`src/rtl/spi_pkg.sv`:
```
// Shared types and constants for the SPI slave: FSM states, counter sizing
// and the mapping from CPOL/CPHA to the sclk edge that samples mosi.
package spi_pkg;

    localparam int MAX_WIDTH = 32;
    localparam int CNT_W     = $clog2(MAX_WIDTH + 1);

    typedef enum logic {
        IDLE   = 1'b0,
        ACTIVE = 1'b1
    } spi_state_e;

    // Mosi is sampled on rising sclk exactly when CPOL and CPHA agree.
    function automatic logic sample_on_rise(input int cpol, input int cpha);
        return (cpol == cpha);
    endfunction

endpackage

```
`src/rtl/spi_sync_edge.sv`:
```
// Multi-stage synchroniser for an asynchronous input, with single-cycle
// rise/fall strobes taken from the last two synchronised samples.
module spi_sync_edge #(
    parameter int STAGES = 2
) (
    input  logic clk,
    input  logic rst,
    input  logic i_din,
    output logic o_rise,
    output logic o_fall
);

    logic [STAGES-1:0] r_sync;
    logic              r_prev;

    // NOTE: non-blocking assignments let every stage capture the previous
    // stage's old value, which is what makes this a real shift chain.
    always_ff @(posedge clk or posedge rst) begin
        if (rst) begin
            r_sync <= '0;
            r_prev <= 1'b0;
        end else begin
            r_sync <= {r_sync[STAGES-2:0], i_din};
            r_prev <= r_sync[STAGES-1];
        end
    end

    assign o_rise = r_sync[STAGES-1] & ~r_prev;
    assign o_fall = ~r_sync[STAGES-1] & r_prev;

endmodule

```
`src/rtl/spi_slave_mode.sv`:
```
// Oversampled SPI slave, all four CPOL/CPHA modes, full duplex, with a
// one-deep TX holding register and a one-cycle RX valid strobe.
module spi_slave_mode
    import spi_pkg::*;
#(
    parameter int WIDTH       = 8,
    parameter int CPOL        = 0,
    parameter int CPHA        = 0,
    parameter int MSB_FIRST   = 1,
    parameter int SYNC_STAGES = 2
) (
    input  logic             clk,
    input  logic             rst,
    input  logic             sclk,
    input  logic             ss,
    input  logic             mosi,
    output logic             miso,
    output logic             miso_oe,
    input  logic [WIDTH-1:0] tx_data,
    input  logic             tx_wr,
    output logic             tx_ready,
    output logic [WIDTH-1:0] rx_data,
    output logic             rx_valid,
    output logic             tx_underrun,
    output logic             busy
);

    localparam logic             SAMPLE_RISE = sample_on_rise(CPOL, CPHA);
    localparam logic [CNT_W-1:0] CNT_LAST    = CNT_W'(WIDTH - 1);

    spi_state_e r_state;
    spi_state_e w_state_next;

    logic [SYNC_STAGES-1:0] r_mosi_sync;
    logic [WIDTH-1:0]       r_hold;
    logic                   r_hold_full;
    logic [WIDTH-1:0]       r_tx_shift;
    logic [WIDTH-1:0]       r_rx_shift;
    logic [WIDTH-1:0]       r_rx_data;
    logic [CNT_W-1:0]       r_bit_cnt;
    logic                   r_skip;
    logic                   r_miso;
    logic                   r_rx_valid;
    logic                   r_tx_underrun;

    logic             w_sclk_rise, w_sclk_fall, w_ss_rise, w_ss_fall;
    logic             w_mosi, w_active, w_sample_edge, w_shift_edge;
    logic             w_frame_start, w_frame_end, w_go_idle, w_load;
    logic [WIDTH-1:0] w_load_word, w_rx_next, w_tx_adv;
    logic             w_load_first, w_cur_first, w_adv_first;

    spi_sync_edge #(.STAGES(SYNC_STAGES)) u_sclk_sync (
        .clk    (clk),
        .rst    (rst),
        .i_din  (sclk),
        .o_rise (w_sclk_rise),
        .o_fall (w_sclk_fall)
    );

    spi_sync_edge #(.STAGES(SYNC_STAGES)) u_ss_sync (
        .clk    (clk),
        .rst    (rst),
        .i_din  (ss),
        .o_rise (w_ss_rise),
        .o_fall (w_ss_fall)
    );

    // Same depth as the sclk chain so w_mosi lines up with the detected edge.
    always_ff @(posedge clk or posedge rst) begin
        if (rst) r_mosi_sync <= '0;
        else     r_mosi_sync <= {r_mosi_sync[SYNC_STAGES-2:0], mosi};
    end

    assign w_mosi        = r_mosi_sync[SYNC_STAGES-1];
    assign w_active      = (r_state == ACTIVE);
    assign w_sample_edge = w_active & (SAMPLE_RISE ? w_sclk_rise : w_sclk_fall);
    assign w_shift_edge  = w_active & (SAMPLE_RISE ? w_sclk_fall : w_sclk_rise);

    always_ff @(posedge clk or posedge rst) begin
        if (rst) r_state <= IDLE;
        else     r_state <= w_state_next;
    end

    // NOTE: every output of this block gets a default first, so no path
    // leaves a signal unassigned and no latch is inferred.
    always_comb begin
        w_state_next  = r_state;
        w_frame_start = 1'b0;
        w_frame_end   = 1'b0;
        w_go_idle     = 1'b0;
        case (r_state)
            IDLE: begin
                if (w_ss_fall) begin
                    w_state_next  = ACTIVE;
                    w_frame_start = 1'b1;
                end
            end
            ACTIVE: begin
                if (w_ss_rise) begin
                    w_state_next = IDLE;
                    w_go_idle    = 1'b1;
                end else if (w_sample_edge && (r_bit_cnt == CNT_LAST)) begin
                    w_frame_end = 1'b1;
                end
            end
            default: w_state_next = IDLE;
        endcase
    end

    assign w_load       = w_frame_start | w_frame_end;
    assign w_load_word  = r_hold_full ? r_hold : '0;
    assign w_rx_next    = (MSB_FIRST != 0) ? {r_rx_shift[WIDTH-2:0], w_mosi}
                                           : {w_mosi, r_rx_shift[WIDTH-1:1]};
    assign w_tx_adv     = (MSB_FIRST != 0) ? {r_tx_shift[WIDTH-2:0], 1'b0}
                                           : {1'b0, r_tx_shift[WIDTH-1:1]};
    assign w_load_first = (MSB_FIRST != 0) ? w_load_word[WIDTH-1] : w_load_word[0];
    assign w_cur_first  = (MSB_FIRST != 0) ? r_tx_shift[WIDTH-1]  : r_tx_shift[0];
    assign w_adv_first  = (MSB_FIRST != 0) ? w_tx_adv[WIDTH-1]    : w_tx_adv[0];

    always_ff @(posedge clk or posedge rst) begin
        if (rst) begin
            r_hold        <= '0;
            r_hold_full   <= 1'b0;
            r_tx_shift    <= '0;
            r_rx_shift    <= '0;
            r_rx_data     <= '0;
            r_bit_cnt     <= '0;
            r_skip        <= 1'b0;
            r_miso        <= 1'b0;
            r_rx_valid    <= 1'b0;
            r_tx_underrun <= 1'b0;
        end else begin
            r_rx_valid    <= 1'b0;
            r_tx_underrun <= 1'b0;

            // A write racing a frame-start load wins the holding register;
            // the load itself still takes the old contents.
            if (tx_wr) begin
                r_hold      <= tx_data;
                r_hold_full <= 1'b1;
            end else if (w_load) begin
                r_hold_full <= 1'b0;
            end

            if (w_go_idle) begin
                r_miso    <= 1'b0;
                r_bit_cnt <= '0;
                r_skip    <= 1'b0;
            end else if (w_load) begin
                r_tx_shift    <= w_load_word;
                r_tx_underrun <= ~r_hold_full;
                r_rx_shift    <= '0;
                r_bit_cnt     <= '0;
                // After a reload the next shift edge only presents the first
                // bit; mode 0 also needs this for back-to-back frames.
                r_skip        <= (CPHA != 0) || w_frame_end;
                if (CPHA == 0) r_miso <= w_load_first;
                if (w_frame_end) begin
                    r_rx_data  <= w_rx_next;
                    r_rx_valid <= 1'b1;
                end
            end else begin
                if (w_sample_edge) begin
                    r_rx_shift <= w_rx_next;
                    r_bit_cnt  <= r_bit_cnt + CNT_W'(1);
                end
                if (w_shift_edge) begin
                    if (r_skip) begin
                        r_miso <= w_cur_first;
                        r_skip <= 1'b0;
                    end else begin
                        r_tx_shift <= w_tx_adv;
                        r_miso     <= w_adv_first;
                    end
                end
            end
        end
    end

    assign miso        = r_miso;
    assign miso_oe     = w_active;
    assign busy        = w_active;
    assign tx_ready    = ~r_hold_full;
    assign rx_data     = r_rx_data;
    assign rx_valid    = r_rx_valid;
    assign tx_underrun = r_tx_underrun;

endmodule

```
`config.mk`:
```
export PLATFORM = sky130hd
export DESIGN_NAME = spi_slave_mode
export DESIGN_NICKNAME = d
export VERILOG_FILES = /design/src/rtl/spi_pkg.sv /design/src/rtl/spi_sync_edge.sv /design/src/rtl/spi_slave_mode.sv
export SDC_FILE = /design/constraint.sdc
export NUM_CORES = 1
export LEC_CHECK = 0
export ABC_AREA = 1
export CAP_MARGIN = 20
export CORE_MARGIN = 4
export CORE_UTILIZATION = 52
export CTS_BUF_LIST = sky130_fd_sc_hd__clkbuf_4 sky130_fd_sc_hd__clkbuf_8
export CTS_CLUSTER_DIAMETER = 80
export DETAILED_ROUTE_END_ITERATION = 12
export GPL_TIMING_DRIVEN = 0
export HOLD_SLACK_MARGIN = 0.1
export PLACE_DENSITY_LB_ADDON = 0.3
export SYNTH_ARGS = -nofsm -noshare
export SYNTH_HDL_FRONTEND = slang
export SYNTH_HIERARCHICAL = 1
export SYNTH_SLANG_ARGS = --single-unit
```
`constraint.sdc`:
```
create_clock -name clk -period 1.5 [get_ports clk]
set_clock_uncertainty 0.05 [all_clocks]
set_input_delay 0.375 -clock clk [delete_from_list [all_inputs] [get_ports clk]]
set_output_delay 0.375 -clock clk [all_outputs]
set_load 0.01 [all_outputs]
```
======== Yosys cells after proc, flatten, opt, wreduce, memory -nomap -nowiden ========
Index checks and enable logic that the tools add are counted.
operators by class
  add/subtract/negate cells ............... 1
  eq/ne operators ......................... 2
  muxes and demuxes ....................... 32
  bitwise logic cells ..................... 14
  reductions and logical operators ........ 9
operators by type and width
  cell                                                  count
  2-to-1 mux 8 bit                                      4
  2-to-1 mux 1 bit                                      22
  2-to-1 mux 6 bit                                      3
  2-to-1 mux 7 bit                                      2
  NOT 1 bit                                             7
  adder 6 x 1 -> 6 bit (second input constant)          1
  AND 1 bit                                             6
  equality test 6 x 3 -> 1 bit (second input constant)  1
  AND reduction 3 bit                                   2
  nonzero test 2 bit                                    3
  nonzero test 3 bit                                    2
  != test 2 x 1 -> 1 bit (second input constant)        1
  case mux 1 bit (2 select lines)                       1
  AND reduction 2 bit                                   1
  logical AND 1 bit                                     1
  bitwise OR 1 bit                                      1
storage, ports and cells
  register bits ........................... 51
  word-level logic and storage cells ...... 74

======== Longest topological paths before layout ========
  depth after elaboration ................. 10
  mapped depth ............................ 12
  depth with buffers taken out ............ 11

======== By module ========
Netlist, hierarchy kept.
modules (own cells, without submodules)
  module          times used  cells an instance  area an instance (um2)  sequential area each (um2)
  spi_slave_mode  1           256                2,117.0                 1,126.1
  spi_sync_edge   2           8                  93.8                    75.1

======== Worst setup path after synthesis ========
OpenSTA, ideal clock, no wires.
  path type ............................... register to register
  start point ............................. reg u_sclk_sync.r_prev
  end point ............................... reg r_tx_shift[7]
  data arrival time ....................... 1.227 ns
  data required time ...................... 1.334 ns
  slack ................................... 0.107 ns
  cell stages (with the launch flop) ...... 10
  buffers on the path ..................... 1
  period minus slack after synthesis ...... 1.393 ns
  path through ............................ dfrtp_1 > nor2_1 > nand3_2 > nor2_4 > nand2_4 > buf_6 > nand3_1 > nand2_1 > nand2_1 > nand2_1
on the way
  cells in the longest elaborated chain, start to end .. 10
  elaborated cells between the ends (all ways) .. 14
RTL lines
  element                                                                        RTL line               text
  start, declared                                                                spi_sync_edge.sv:14    logic r_prev;
  start signal, assigned                                                         spi_sync_edge.sv:24    r_prev <= r_sync[STAGES-1];
  NOT 1 bit (*)                                                                  spi_sync_edge.sv:28    assign o_rise = r_sync[STAGES-1] & ~r_prev;
  AND 1 bit (*)                                                                  spi_sync_edge.sv:28
  via w_sclk_rise                                                                spi_slave_mode.sv:46   logic w_sclk_rise, w_sclk_fall, w_ss_rise, w_ss_fall;
  AND 1 bit (*)                                                                  spi_slave_mode.sv:76   assign w_sample_edge = w_active & (SAMPLE_RISE ? w_sclk_rise : w_sclk_fall);
  logical AND 1 bit (*)                                                          spi_slave_mode.sv:102  end else if (w_sample_edge && (r_bit_cnt == CNT_LAST)) begin
  2-to-1 mux 1 bit (*)                                                           spi_slave_mode.sv:102
  2-to-1 mux 1 bit (*)                                                           spi_slave_mode.sv:99   if (w_ss_rise) begin
  2-to-1 mux 1 bit (*)                                                           spi_slave_mode.sv:91   case (r_state)
  bitwise OR 1 bit (*)                                                           spi_slave_mode.sv:110  assign w_load = w_frame_start | w_frame_end;
  != test 2 x 1 -> 1 bit (no line) / nonzero test 2 bit (equally long branches)  n/a
  AND reduction 3 bit (no line)                                                  n/a
  end signal, assigned                                                           spi_slave_mode.sv:150  r_tx_shift <= w_load_word;
  end signal, assigned                                                           spi_slave_mode.sv:172  r_tx_shift <= w_tx_adv;
  end, declared                                                                  spi_slave_mode.sv:37   logic [WIDTH-1:0] r_tx_shift;
The timed path passes the listed nets; every way through them passes the cells marked *.
A chain may end at the register's enable or synchronous reset.

======== Final worst setup path ========
  start point ............................. reg u_ss_sync.r_sync[1]
  end point ............................... reg r_tx_shift[5]
on the way
  elaborated cells between the ends (all ways) .. 15
RTL lines
  element                                                                        RTL line               text
  start, declared                                                                spi_sync_edge.sv:13    logic [STAGES-1:0] r_sync;
  start signal, assigned                                                         spi_sync_edge.sv:23    r_sync <= {r_sync[STAGES-2:0], i_din};
  AND 1 bit (*)                                                                  spi_sync_edge.sv:28
  via w_ss_rise                                                                  spi_slave_mode.sv:46
  2-to-1 mux 1 bit                                                               spi_slave_mode.sv:99
  2-to-1 mux 1 bit                                                               spi_slave_mode.sv:91
  bitwise OR 1 bit                                                               spi_slave_mode.sv:110
  != test 2 x 1 -> 1 bit (no line) / nonzero test 2 bit (equally long branches)  n/a
  AND reduction 3 bit (no line)                                                  n/a
Marked as above.

==> summary.txt <==
Run status
  • Outcome: completed

Synth
  • Post-synth top area share: 0.5537
  • Net Count, Synth: between 200 and 300
  • Yosys cell types: 27
  • Syn Area/Cell: ~8.5 µm²
  • Cell taking the most area after synthesis: dfrtp_1
  • YS warnings: 6
  • FF+latch count, synth: 51
  • Synth top area cells: dfrtp_1 55%, nand2_1 19%, nand3_1 6.3%, inv_1 3.7%, nand2_2 2.2%
  • Most common cell in the netlist: nand2_1
  • Commonest cells in the synthesized netlist: 116 x nand2_1, 51 x dfrtp_1, 29 x nand3_1, 23 x inv_1
  • Cells after Synth: between 200 and 300
  • Post-synth EDFFs: 0
  • Async S/R FF share, synth: 1.000
  • Main flop type after synthesis: dfrtp_1
  • Seq/Total Area, Yosys: 0.5537
  • Netlist Area Pre-Place: 0.002305 mm²

Timing
  • Slew Viols, Final: 0
  • Hold_ws: 0.2561 ns
  • Slew headroom: 0.7765
  • Final setup fails: 0
  • Period utilization: 0.9900
  • Unrepaired setup endpoints after global routing: yes
  • Final min period: around 1.5 ns
  • Slew @ Worst Pin: between 0.3 and 0.4 ns
  • Max Fclk: approximately 0.67 GHz
  • Final hold violation count: 0

Clocking
  • Htree depth: 2
  • Clock transition at path regs: about 0.080 ns
  • CTS root buf: clkbuf_8
  • Clk sink count: 51
  • Worst-Skew Late Latency: 0.30 ns
  • Max clock buf depth: 2
  • CTS buffer count: 5
  • CTS tree: yes
  • Post-CTS Hold Buffers: 0

Drt
  • Routed Antenna Nets: 0
  • 1st-pass router iterations: 4
  • WL/cell: ~12 µm
  • Detailed-route DRC error count: 0
  • Routed WL: around 4300 µm
  • Routed via count: roughly 1800
  • 1st-iter DRT viols: 138
  • DR vias/cell: roughly 5

Final layout
  • Nets: around 320
  • Diodes inserted: 0
  • Area delta synth->final: 23.62%
  • Share of post-route cells with drive strength above 1: 0.1786
  • Fillers: 334

Floorplanning
  • Chip Width: 74.58 µm
  • # IOs: 28
  • Core area: 0.004144 mm²
  • DIE AREA: ~0.0056 mm²
  • Row cnt: 23
  • Die height: 74.58 µm
  • Starting Density: 0.5562

Setup path
  • Critical Path End Type: flip-flop
  • Worst EP required: roughly 1.7 ns
  • CP Class: reg -> reg
  • Crit-path max FO: 5
  • CP Launch Type: flip-flop
  • Arr. time, crit path: 1.63 ns

Hold path
  • Worst Hold Class: in -> async

GRT
  • First-pass GRT wire length: approximately 7400 µm
  • Largest net degree at the start of global routing: 36
  • GRT Util Overall: 0.1739
  • Vias in the first global route: 1700
  • Global-route congestion overflow total: 0
  • Antenna violations before repair: 0

Placement
  • Port Buffers: 26
  • Gpl congestion: about 0.75
  • Hpwl dp: between 2000 and 3000 µm

Power and ir drop
  • Worst vdd ir: approximately 0.74 mV
  • Pwr/cell area: about 1200 mW/mm²
  • Leakage power total: between 0.0015 and 0.002 µW
  • Tot Pwr: between 3000 and 4000 µW

Run
  • Max-cap viol count: 0
[flip-flops by register name, summed over array words and instances, names as in the netlist]
signal	cells
busy	1
miso	1
r_bit_cnt	6
r_hold	8
r_hold_full	1
r_mosi_sync	2
r_rx_shift	7
r_skip	1
r_tx_shift	8
rx_data	8
rx_valid	1
tx_underrun	1
u_sclk_sync/r_prev	1
u_sclk_sync/r_sync	2
u_ss_sync/r_prev	1
u_ss_sync/r_sync	2
[where the power goes]
| part | switching, µW | internal, µW | total [µW] | leakage (µW) |
|---|---|---|---|---|
| Combinational | 419 | 341 | 760 | 0.000882 |
| Clock | 413 | 507 | 920 | 0.0000547 |
| Sequential | 191 | 1630 | 1820 | 0.000660 |
| Total | 1020 | 2470 | 3500 | 0.00160 |
[final timing paths]
| kind | start | endpoint | slack (ns) | depth (start not counted) |
|---|---|---|---|---|
| hold / removal | rst | u_ss_sync/r_sync[0] | 0.26 | 2 |
| setup / recovery | u_ss_sync/r_sync[1] | r_tx_shift[5] | 0.02 | 12 |
| hold reg to reg | r_mosi_sync[0] | r_mosi_sync[1] | 0.30 | 0 |
| setup reg to reg | u_ss_sync/r_sync[1] | r_tx_shift[5] | 0.02 | 12 |
| min in group clk | r_mosi_sync[0] | r_mosi_sync[1] | 0.30 | 0 |
| max in group asynchronous | rst | r_hold_full | 0.61 | 3 |
[repair_timing]
| item | CTS | global route |
|---|---|---|
| setup endpoints to repair | 34 | 32 |
| hold endpoints to repair | 0 | 0 |
| pin swaps | 0 | 6 |
| cloned | 0 | 1 |
| gates resized for setup | 20 | 22 |
| setup buffers | 1 | 1 |
[per-stage QoR]
step	util	area (µm²)	std cells	TNS, ns	setup slack (ns)
2_1_floorplan	-	2305	272	0	0.01559
3_3_place_gp	0.6341	2628	348	-43.90	-0.9742
3_5_place_dp	0.6389	2648	349	-0.3707	-0.1507
4_1_cts	0.6643	2753	356	0	0.001329
5_1_grt	0.6875	2849	358	-1.200	-0.08249
6_report	0.6875	2849	358	0	0.01501
[layout by cell type (no fill, tap or decap), types with 2 or more instances in the layout]
cell type and instances:
nand2_4 5, buf_4 5, nor2_4 5, o21ai_1 2, nand2_1 111, dlygate4sd2_1 12, clkbuf_4 2, clkdlybuf4s50_1 12
nand3_2 2, clkbuf_8 5, nor2_2 2, dfrtp_1 50, nor2_1 3, o21ai_0 6, inv_2 5, buf_12 2
inv_1 20, nand2_2 11, nand3_1 29
[cell families (layout without fill, tap and decap cells)]
logic type	count (synthesis)	in the layout	synth area share
xor gates and xnor gates	1	1	0.003801
adders and majority gates	1	1	0.005428
DFF	51	51	0.5537
and+or+nand+nor	171	171	0.3279
AOI/OAI and AO/OA	10	10	0.02280
muxes	1	1	0.009771
buffers and inverters	37	73	0.07654
[area by class of cell]
| class | instances | area [µm²] | share of cell area |
|---|---|---|---|
| Buffer | 8 | 70.07 | 0.02459 |
| Sequential cell | 51 | 1277 | 0.4484 |
| Clock buffer | 6 | 76.32 | 0.02679 |
| Timing Repair Buffer | 30 | 300.3 | 0.1054 |
| Multi-Input combinational cell | 184 | 919.6 | 0.3228 |
| Tap cell | 50 | 62.56 | 0.02196 |
| Clock inverter | 1 | 30.03 | 0.01054 |
| Inverter | 28 | 112.6 | 0.03953 |
[worst max-delay path, stage by stage, from the launching register on]
cell and delay, ns:
dfrtp_1 0.43, inv_2 0.06, nor2_4 0.14, inv_2 0.04, nand3_2 0.07, nor2_4 0.04
nand2_4 0.10, nand2_4 0.09, clkbuf_16 0.17, nand2_4 0.05, nand2_2 0.03, nand2_1 0.05
nand2_1 0.05
[per-layer routing]
layer | wire (µm) | global-route usage | up-vias
li1 | - | - | 904
met4 | 55 | 0.05929 | 0
met3 | 229 | 0.04459 | 5
met5 | 0 | 0 | -
met2 | 2105 | 0.2859 | 45
met1 | 1879 | 0.2241 | 840
Note: power is estimated with default switching activity, not from simulation.
